`config.mk`:
```
export PLATFORM = sky130hd
export DESIGN_NAME = uart_tx_fifo_cfg
export DESIGN_NICKNAME = d
export VERILOG_FILES = /design/src/rtl/uart_pkg.sv /design/src/rtl/uart_tx_fifo.sv /design/src/rtl/uart_tx_fifo_cfg.sv
export SDC_FILE = /design/constraint.sdc
export NUM_CORES = 1
export LEC_CHECK = 0
export ABC_AREA = 1
export BUFFER_PORTS_ARGS = -buffer_cell sky130_fd_sc_hd__buf_4
export CORE_MARGIN = 2
export CORE_UTILIZATION = 59
export DETAILED_ROUTE_END_ITERATION = 8
export HOLD_SLACK_MARGIN = 0.15
export PLACE_DENSITY = 0.87
export SYNTH_ARGS = -nofsm -noshare
export SYNTH_HDL_FRONTEND = slang
export SYNTH_HIERARCHICAL = 1
export SYNTH_SLANG_ARGS = --single-unit
```
`constraint.sdc`:
```
create_clock -name clk -period 2.65 [get_ports clk]
set_input_delay 0.265 -clock clk [delete_from_list [all_inputs] [get_ports clk]]
set_output_delay 0.265 -clock clk [all_outputs]
set_load 0.005 [all_outputs]
```
`src/rtl/uart_pkg.sv`:
```
// Shared state encoding and parity helper for the UART transmit path.
package uart_pkg;

    typedef enum logic [2:0] {
        IDLE   = 3'd0,
        START  = 3'd1,
        DATA   = 3'd2,
        PARITY = 3'd3,
        STOP   = 3'd4
    } tx_state_t;

    // Zero-extending a narrower word to 9 bits leaves its parity unchanged.
    function automatic logic par_bit(input logic [8:0] word, input logic odd);
        return odd ? ~^word : ^word;
    endfunction

endpackage

```
`src/rtl/uart_tx_fifo.sv`:
```
// Transmit word FIFO, DEPTH x DATA_W: push visible to pop from the next clk, no bypass.
// Full FIFO drops pushes; pop on empty is ignored.
module uart_tx_fifo #(
    parameter int DATA_W = 8,
    parameter int DEPTH  = 4
) (
    input  logic                   clk,
    input  logic                   arst_n,
    input  logic                   rst,
    input  logic                   push,
    input  logic [DATA_W-1:0]      push_data,
    input  logic                   pop,
    output logic [DATA_W-1:0]      pop_data,
    output logic [$clog2(DEPTH):0] count,
    output logic                   full,
    output logic                   empty
);
    localparam int PW = $clog2(DEPTH);

    logic [DATA_W-1:0] mem [DEPTH];
    logic [PW-1:0]     wr_ptr;
    logic [PW-1:0]     rd_ptr;
    logic              do_push;
    logic              do_pop;

    assign full     = (count == (PW+1)'(DEPTH));
    assign empty    = (count == '0);
    assign do_push  = push & ~full;
    assign do_pop   = pop & ~empty;
    assign pop_data = mem[rd_ptr];

    always_ff @(posedge clk or negedge arst_n) begin
        if (!arst_n) begin
            wr_ptr <= '0;
            rd_ptr <= '0;
            count  <= '0;
        end else if (rst) begin
            wr_ptr <= '0;
            rd_ptr <= '0;
            count  <= '0;
        end else begin
            if (do_push) wr_ptr <= wr_ptr + 1'b1;
            if (do_pop)  rd_ptr <= rd_ptr + 1'b1;
            case ({do_push, do_pop})
                2'b10:   count <= count + 1'b1;
                2'b01:   count <= count - 1'b1;
                default: count <= count;
            endcase
        end
    end

    // Storage needs no reset: the pointers define what is valid.
    always_ff @(posedge clk) begin
        if (do_push) mem[wr_ptr] <= push_data;
    end

endmodule

```
`src/rtl/uart_tx_fifo_cfg.sv`:
```
// UART transmitter with a small word FIFO; frames go out back-to-back on BCLK ticks.
// Line and busy are registered on tick edges; wr_ready drops only while the FIFO is full.
module uart_tx_fifo_cfg
    import uart_pkg::*;
#(
    parameter int DATA_W     = 8,
    parameter int PARITY_EN  = 0,
    parameter int PARITY_ODD = 0,
    parameter int STOP_BITS  = 1,
    parameter int DEPTH      = 4
) (
    input  logic                   clk,
    input  logic                   arst_n,
    input  logic                   rst,
    input  logic                   BCLK,
    input  logic                   wr_valid,
    input  logic [DATA_W-1:0]      wr_data,
    output logic                   wr_ready,
    output logic                   tx_data,
    output logic                   busy,
    output logic                   done,
    output logic [$clog2(DEPTH):0] fifo_count
);
    localparam int BW = $clog2(DATA_W);

    tx_state_t         state;
    tx_state_t         state_nxt;
    logic [DATA_W-1:0] shreg;
    logic [DATA_W-1:0] pop_data;
    logic [BW-1:0]     bit_cnt;
    logic              stop_cnt;
    logic              par_q;
    logic              pop;
    logic              full;
    logic              empty;
    logic              last_bit;
    logic              last_stop;
    logic              shift;
    logic              tx_nxt;
    logic              busy_nxt;
    logic              done_nxt;

    uart_tx_fifo #(
        .DATA_W (DATA_W),
        .DEPTH  (DEPTH)
    ) u_fifo (
        .clk       (clk),
        .arst_n    (arst_n),
        .rst       (rst),
        .push      (wr_valid),
        .push_data (wr_data),
        .pop       (pop),
        .pop_data  (pop_data),
        .count     (fifo_count),
        .full      (full),
        .empty     (empty)
    );

    assign wr_ready  = ~full;
    assign last_bit  = (bit_cnt == BW'(DATA_W - 1));
    assign last_stop = (stop_cnt == 1'(STOP_BITS - 1));
    assign shift     = BCLK && ((state == START) || ((state == DATA) && !last_bit));

    always_ff @(posedge clk or negedge arst_n) begin
        if (!arst_n) begin
            state <= IDLE;
        end else if (rst) begin
            state <= IDLE;
        end else begin
            state <= state_nxt;
        end
    end

    always_comb begin
        state_nxt = state;
        if (BCLK) begin
            case (state)
                IDLE:    if (!empty) state_nxt = START;
                START:   state_nxt = DATA;
                DATA:    if (last_bit) state_nxt = (PARITY_EN != 0) ? PARITY : STOP;
                PARITY:  state_nxt = STOP;
                STOP:    if (last_stop) state_nxt = empty ? IDLE : START;
                default: state_nxt = IDLE;
            endcase
        end
    end

    // A word is popped either from IDLE or on the final stop tick, so frames abut.
    always_comb begin
        pop      = 1'b0;
        tx_nxt   = tx_data;
        busy_nxt = busy;
        done_nxt = 1'b0;
        if (BCLK) begin
            case (state)
                IDLE: begin
                    if (!empty) begin
                        pop      = 1'b1;
                        tx_nxt   = 1'b0;
                        busy_nxt = 1'b1;
                    end
                end
                START:  tx_nxt = shreg[0];
                DATA:   tx_nxt = !last_bit ? shreg[0] : ((PARITY_EN != 0) ? par_q : 1'b1);
                PARITY: tx_nxt = 1'b1;
                STOP: begin
                    if (last_stop) begin
                        done_nxt = 1'b1;
                        if (!empty) begin
                            pop    = 1'b1;
                            tx_nxt = 1'b0;
                        end else begin
                            busy_nxt = 1'b0;
                        end
                    end
                end
                default: tx_nxt = 1'b1;
            endcase
        end
    end

    always_ff @(posedge clk or negedge arst_n) begin
        if (!arst_n) begin
            tx_data  <= 1'b1;
            busy     <= 1'b0;
            done     <= 1'b0;
            shreg    <= '0;
            par_q    <= 1'b0;
            bit_cnt  <= '0;
            stop_cnt <= 1'b0;
        end else if (rst) begin
            tx_data  <= 1'b1;
            busy     <= 1'b0;
            done     <= 1'b0;
            shreg    <= '0;
            par_q    <= 1'b0;
            bit_cnt  <= '0;
            stop_cnt <= 1'b0;
        end else begin
            tx_data <= tx_nxt;
            busy    <= busy_nxt;
            done    <= done_nxt;
            if (pop) begin
                shreg <= pop_data;
                par_q <= par_bit(9'(pop_data), PARITY_ODD != 0);
            end else if (shift) begin
                shreg <= shreg >> 1;
            end
            if (BCLK && (state == START)) begin
                bit_cnt <= '0;
            end else if (shift) begin
                bit_cnt <= bit_cnt + 1'b1;
            end
            if (state != STOP) begin
                stop_cnt <= 1'b0;
            end else if (BCLK) begin
                stop_cnt <= stop_cnt + 1'b1;
            end
        end
    end

endmodule

```
After elaboration in Yosys (flattened, before gate mapping)

Memory sizes are Yosys's and may differ from the RTL's.
Index checks and enable logic that the tools add are counted.

Register bits: 25
Memory bits (writable): 32
Input bits: 13
Output and inout port bits: 7
Memories: 1

Memories:

| memory     | depth | bits a word | read ports | clocked after memory_dff | wr ports | RTL line           | source |
|---|---|---|---|---|---|---|---|
| u_fifo.mem | 4     | 8           | 1          | 0                        | 1        | uart_tx_fifo.sv:20 | `logic [DATA_W-1:0] mem [DEPTH];` |

$add $sub $neg: 6
Equality and inequality tests: 13
Muxes and demuxes: 44
Bitwise operators: 4
Reductions and logical operators: 18

Operator list:

| operator            | number |
|---|---|
| $mux 3              | 9 |
| $mux 8              | 3 |
| $mux 1              | 23 |
| $ne 3x3->1 const B  | 5 |
| $pmux 3 s5          | 1 |
| $reduce_bool 3->1   | 5 |
| $eq 3x3->1 const B  | 3 |
| $mux 2              | 4 |
| $add 3x1->3 const B | 2 |
| $eq 3x2->1 const B  | 2 |
| $logic_not 3->1     | 2 |
| $pmux 3 s2          | 1 |
| $reduce_bool 2->1   | 3 |
| $reduce_and 5->1    | 1 |
| $add 2x1->2 const B | 2 |
| $pmux 1 s2          | 2 |
| $pmux 1 s4          | 1 |
| $reduce_and 4->1    | 1 |
| $eq 3x1->1 const B  | 1 |
| $logic_and 1x1->1   | 3 |
| $sub 3x1->3 const B | 1 |
| $and 1x1->1         | 2 |
| $eq 2x1->1 const B  | 1 |
| $eq 2x2->1 const B  | 1 |
| 5 further kinds     | 6 |

Depth between registers and ports, before layout

Depth in word-level cells: 9
Depth in mapped cells: 14

By module

The synthesis kept the hierarchy.

Modules (own cells, without submodules):

| module           | instances | cells each | area each (um2) |
|---|---|---|---|
| uart_tx_fifo     | 1         | 144        | 1681.6 |
| uart_tx_fifo_cfg | 1         | 159        | 1101.1 |

Worst setup path before layout

OpenSTA, ideal clock, no wires.

Path kind: flip-flop to flip-flop
Start: reg u_fifo.count[1]
End: reg u_fifo.count[2]
Setup time: 0.119 ns
Arrival: 1.974 ns
Setup slack: 0.557 ns
Cell stages (with the launch flop): 15
Period minus slack after synthesis: 2.093 ns
Path through: dfrtp_1 > nor2_2 > nand2_2 > inv_1 > nor2_2 > nand3_4 > inv_2 > nand2_2 > nor2_2 > fa_1 > xor2_1 > inv_1 > nand2_1 > nand3_1 > nand2_1

Cells in the longest elaborated chain, start to end: 9

Ends and longest elaborated chain:

| what                                     | RTL line                                        | source |
|---|---|---|
| start, declared                          | uart_tx_fifo.sv:14                              | `output logic [$clog2(DEPTH):0] count,` |
| start signal, assigned                   | uart_tx_fifo.sv:45                              | `2'b10: count <= count + 1'b1;` |
| start signal, assigned                   | uart_tx_fifo.sv:46                              | `2'b01: count <= count - 1'b1;` |
| start signal, assigned                   | uart_tx_fifo.sv:47                              | `default: count <= count;` |
| $logic_not 3->1 (*)                      | uart_tx_fifo.sv:27                              | `assign empty = (count == '0);` |
| named net empty                          | uart_tx_fifo_cfg.sv:35                          | `logic empty;` |
| $mux 1 (*)                               | uart_tx_fifo_cfg.sv:97, uart_tx_fifo_cfg.sv:109 |  |
| $mux 1                                   | uart_tx_fifo_cfg.sv:107                         | `if (last_stop) begin` |
| $pmux 1 s2 (*)                           | uart_tx_fifo_cfg.sv:95                          | `case (state)` |
| $mux 1 (*)                               | uart_tx_fifo_cfg.sv:94                          | `if (BCLK) begin` |
| named net pop                            | uart_tx_fifo_cfg.sv:33                          | `logic pop;` |
| $and 1x1->1 (*)                          | uart_tx_fifo.sv:29                              | `assign do_pop = pop & ~empty;` |
| $eq 2x1->1 or $eq 2x2->1 (tied branches) | uart_tx_fifo.sv:44                              | `case ({do_push, do_pop})` |
| $pmux 3 s2                               | uart_tx_fifo.sv:44                              |  |
| $mux 3                                   | uart_tx_fifo.sv:37                              | `end else if (rst) begin` |

Mark *: on every way through the listed nets, which the timed path passes. The rest lies on a longest branch.
A chain may end at the register's enable or synchronous reset.

Worst setup path in the final report

Same ends and word-level chain as after synthesis.

==> results.txt <==
----------------------------------------------------
[Critical path]
  Worst Reg2Reg Path Length in Cells ... 14
  Largest driver fanout on the critical path ... 16
  Slowest CP cell ... sky130_fd_sc_hd__dfrtp_1
  Crit end category ... flop
  Startpoint of the lowest-slack register-to-register path ... u_fifo/count[1]
  Critical path class ... flop to flop
  Worst endpoint data arrival time ... 2.57 ns
  Critical path cell sequence ... nor2_2 -> nand2_2 -> inv_1 -> nor2_2 -> nand3_4 -> inv_2 -> nand2_2 -> nor2_2 -> fa_1 -> xor2_1 -> inv_1 -> nand2_1 -> nand3_1 -> nand2_1
  Launching element type of the critical path ... flop
  Required time worst endpoint ... 2.87 ns
  Flop-to-flop setup slack ... 0.30 ns
  Library cell appearing most often on the critical path ... sky130_fd_sc_hd__nor2_2
  Critical register-to-register path endpoint ... u_fifo/count[2]
  Largest stage delay on the critical path ... roughly 0.44 ns

[STA]
  Total Neg Setup Slack ... 0 ns
  Worst slew pin tran ... 0.778 ns
  Period minus WS final ... 2.35 ns
  Number of hold-slack violations in the final timing report ... 0
  Clk_skew ... 0.00694 ns
  Maximum clock frequency ... 425 MHz
  Total setup violations reported at the end of the flow ... 0
  Unrepaired setup endpoints after global routing ... no
  Fraction of the cycle the final worst path needs ... 0.887
  Final-layout worst hold slack ... 0.194 ns
  Slew HR ... 0.479
  PnR worst setup slack ... 0.299 ns
  Slew Limit Fails ... 0

[Power and ir drop]
  Sum of internal, switching and leakage power ... 2.95 mW
  Power per cell area ... 904 mW/mm2
  Leakage power total ... 1.50 nW
  Maximum vdd drop ... between 600 and 700 uV

[Global route]
  Antenna violations before repair ... 0
  GRT Resource Usage Total ... 0.238
  Global-route wire length before repair ... around 9000 um
  Total grt overflow ... 0
  Largest net degree at the start of global routing ... 26
  Via count of the first global-routing pass ... ~2.1k

[Die]
  Top Ports ... 20
  Area enclosed by the die boundary ... 0.00528 mm2
  Site Rows ... 24
  Placeable Area ... 0.00444 mm2
  Width of the die ... between 70 and 80 um
  Starting density of the core ... 0.626
  Die height ... 72.7 um

[Clock tree]
  TritonCTS clock tree ... done
  Clock Pin Slew Worst Setup and Hold Paths ... 0.07 ns
  Number of buffers created by CTS ... 9
  Buffer depth of the longest clock path ... 2
  Clock sink total ... 57
  Depth of the CTS H-tree ... 3
  Post-CTS sizing ... 0
  Master cell of the clock root buffer ... sky130_fd_sc_hd__clkbuf_8
  Clock latency on the worst-skew pair ... 0.33 ns

[Route]
  Drt first pass iters ... 4
  Number of nets with antenna violations after detailed routing ... 0
  Number of DRC markers after the initial detailed-route iteration ... 193
  Vias per cell ... 5.33
  Vias after detailed routing ... 2094
  Detailed-route DRC error count ... 0
  Routed length per placed instance ... 13.8 um
  Total wirelength of the detailed-routed design ... 5410 um

[Placed design]
  Post-placement worst setup slack ... approximately 0.32 ns
  Number of I/O port buffers ... 19
  HPWL reported at the end of detailed placement ... 3520 um
  GPL Wtd Cong ... 0.879

[Layout]
  Most common cell after layout, fill and taps aside ... sky130_fd_sc_hd__nand2_1
  Area used by multi-input combinational logic ... slightly above 0.001 mm2
  Area growth from synthesis to layout ... 17.1%
  Filler cells ... ~330
  Most frequent cells in the layout ... sky130_fd_sc_hd__nand2_1 (67), sky130_fd_sc_hd__nor2_1 (40), sky130_fd_sc_hd__edfxtp_1 (32)
  Storage element area ... 0.00159 mm2
  Layout cells sized above 1 ... 0.185
  Fin nets ... 356
  Antenna diodes ... 0

[Hold path]
  Instance count along the most critical hold path ... 2
  Hold EP ... stop_cnt
  Path category of the worst min-delay check ... primary input to flop
  Hold Crit Start ... BCLK

[Logic synthesis]
  Number of synthesized register bits ... 57
  Register area share after synthesis ... 0.571
  Share of the synthesized area in compound gates (AO/OA/AOI/OAI) ... 0.0800
  Main combinational cell family by area after synthesis ... simple AND/OR/NAND/NOR gates
  Area share of the leading cell type in the synthesized netlist ... 0.345
  Most area-consuming cells after synthesis ... sky130_fd_sc_hd__edfxtp_1 (35%), sky130_fd_sc_hd__dfrtp_1 (22%), sky130_fd_sc_hd__nand2_1 (9.0%)
  Number of distinct standard cells referenced by the synthesized netlist ... 28
  Post-synthesis cell count ... 303
  Synthesized netlist net count ... 323
  Cell type with the highest aggregate area in the netlist ... sky130_fd_sc_hd__edfxtp_1
  Area share of fa/ha/maj cells after synthesis ... 0.0342
  Synthesized-area fraction occupied by xor and xnor cells ... 0.00315
  Post-synthesis share of cell area spent on and, or, nand and nor gates ... 0.248
  Multiplexer fraction of the synthesized cell area ... 0
  Cell area after synthesis ... 0.00278 mm2
  Synth Area per Inst ... 9.18 um2
  Count of synthesis-stage warnings from yosys ... 6

[Flow run]
  Number of violations of the max-capacitance limit ... 0

[Outcome]
  Run status ... complete, no violations

----------------------------------------------------
[worst max path at each step]
stage,startpoint,end,slack (ns),cells past startpoint
floorplan,u_fifo/count[1],u_fifo/count[2],0.56,14
global placement,u_fifo/count[1],u_fifo/count[2],0.38,14
detailed placement,u_fifo/count[1],u_fifo/count[2],0.32,14
CTS,u_fifo/count[1],u_fifo/count[2],0.29,14
global route,u_fifo/count[1],u_fifo/count[2],0.07,14
finish,u_fifo/count[1],u_fifo/count[2],0.30,14
[through the flow]
step                      cell area (um2)  utilization  instances
final                                3260        0.733        393
after global routing                 3260        0.733        393
after CTS                            3260        0.733        393
after detailed placement             2960        0.666        368
after global placement               2960        0.666        368
after floorplan                      2780            -        303
[registers in the layout (all words and copies together), names as in the netlist]
| name | flops |
|---|---|
| shreg | 8 |
| u_fifo/mem | 32 |
| busy | 1 |
| done | 1 |
| stop_cnt | 1 |
| u_fifo/wr_ptr | 2 |
| u_fifo/rd_ptr | 2 |
| tx_data | 1 |
| bit_cnt | 3 |
| state | 3 |
| u_fifo/count | 3 |
[layer usage]
layer	share of wire	up-vias	global-route usage	wire length (um)
met1	0.43	982	0.294	2350
met3	0.041	4	0.0691	220
met2	0.52	47	0.387	2790
met4	0.0092	0	0.109	50
li1	-	1061	-	-
met5	0	-	0	0
[cell families (layout without fill, tap and decap cells)]
kind of cell | Yosys count | in the layout
XOR/XNOR | 1 | 1
buffers and inverters | 44 | 82
AO/OA/AOI/OAI | 41 | 41
flip-flops | 57 | 57
adder cells (fa/ha/maj) | 7 | 7
AND/OR/NAND/NOR | 153 | 153
[critical path: cells and delay by family (launching register included)]
kind	cells	cell delay [ns]
xor+xnor	1	0.19
fa+ha+maj	1	0.38
buf+inv	3	0.29
flops	1	0.44
simple gates	9	0.93
[timing repair]
| item | CTS | global route |
|---|---|---|
| endpoints found under the setup margin | 0 | 0 |
| buffers inserted | 0 | 0 |
| hold endpoints to repair | 57 | 0 |
| hold buffers | 9 | 0 |
[cell type report]
type | instances | area share
flip-flops and latches | 57 | 0.487
well taps | 52 | 0.0200
clock buffers | 10 | 0.0392
multi-input cells | 202 | 0.312
clock inverters | 6 | 0.0253
inverters | 37 | 0.0426
repair buffers | 29 | 0.0737
[cell usage after synthesis]
cell type and instances:
sky130_fd_sc_hd__nand3_2 1, sky130_fd_sc_hd__fa_1 1, sky130_fd_sc_hd__o21ai_0 21, sky130_fd_sc_hd__o22ai_1 8, sky130_fd_sc_hd__ha_1 6, sky130_fd_sc_hd__o21ai_1 4, sky130_fd_sc_hd__nor3_1 2, sky130_fd_sc_hd__inv_2 6
sky130_fd_sc_hd__inv_1 29, sky130_fd_sc_hd__dfrtp_1 24, sky130_fd_sc_hd__nand3_4 1, sky130_fd_sc_hd__nand2_1 67, sky130_fd_sc_hd__clkinv_1 2, sky130_fd_sc_hd__nand4_2 1, sky130_fd_sc_hd__xor2_1 1, sky130_fd_sc_hd__a21oi_1 6
sky130_fd_sc_hd__nor2_4 1, sky130_fd_sc_hd__nand4_1 6, sky130_fd_sc_hd__nor2_2 5, sky130_fd_sc_hd__nor2_1 40, sky130_fd_sc_hd__nand2_2 10, sky130_fd_sc_hd__edfxtp_1 32, sky130_fd_sc_hd__a21oi_2 2, sky130_fd_sc_hd__dfstp_2 1
sky130_fd_sc_hd__clkbuf_1 1, sky130_fd_sc_hd__buf_2 5, sky130_fd_sc_hd__buf_6 1, sky130_fd_sc_hd__nand3_1 19
[where the power goes]
group	internal, mW	leakage, nW	total (mW)	switching, mW
registers	1.11	0.631	1.23	0.121
clock network	0.524	0.106	0.871	0.347
logic	0.303	0.768	0.841	0.538
Power figures use the tool's default switching activity.
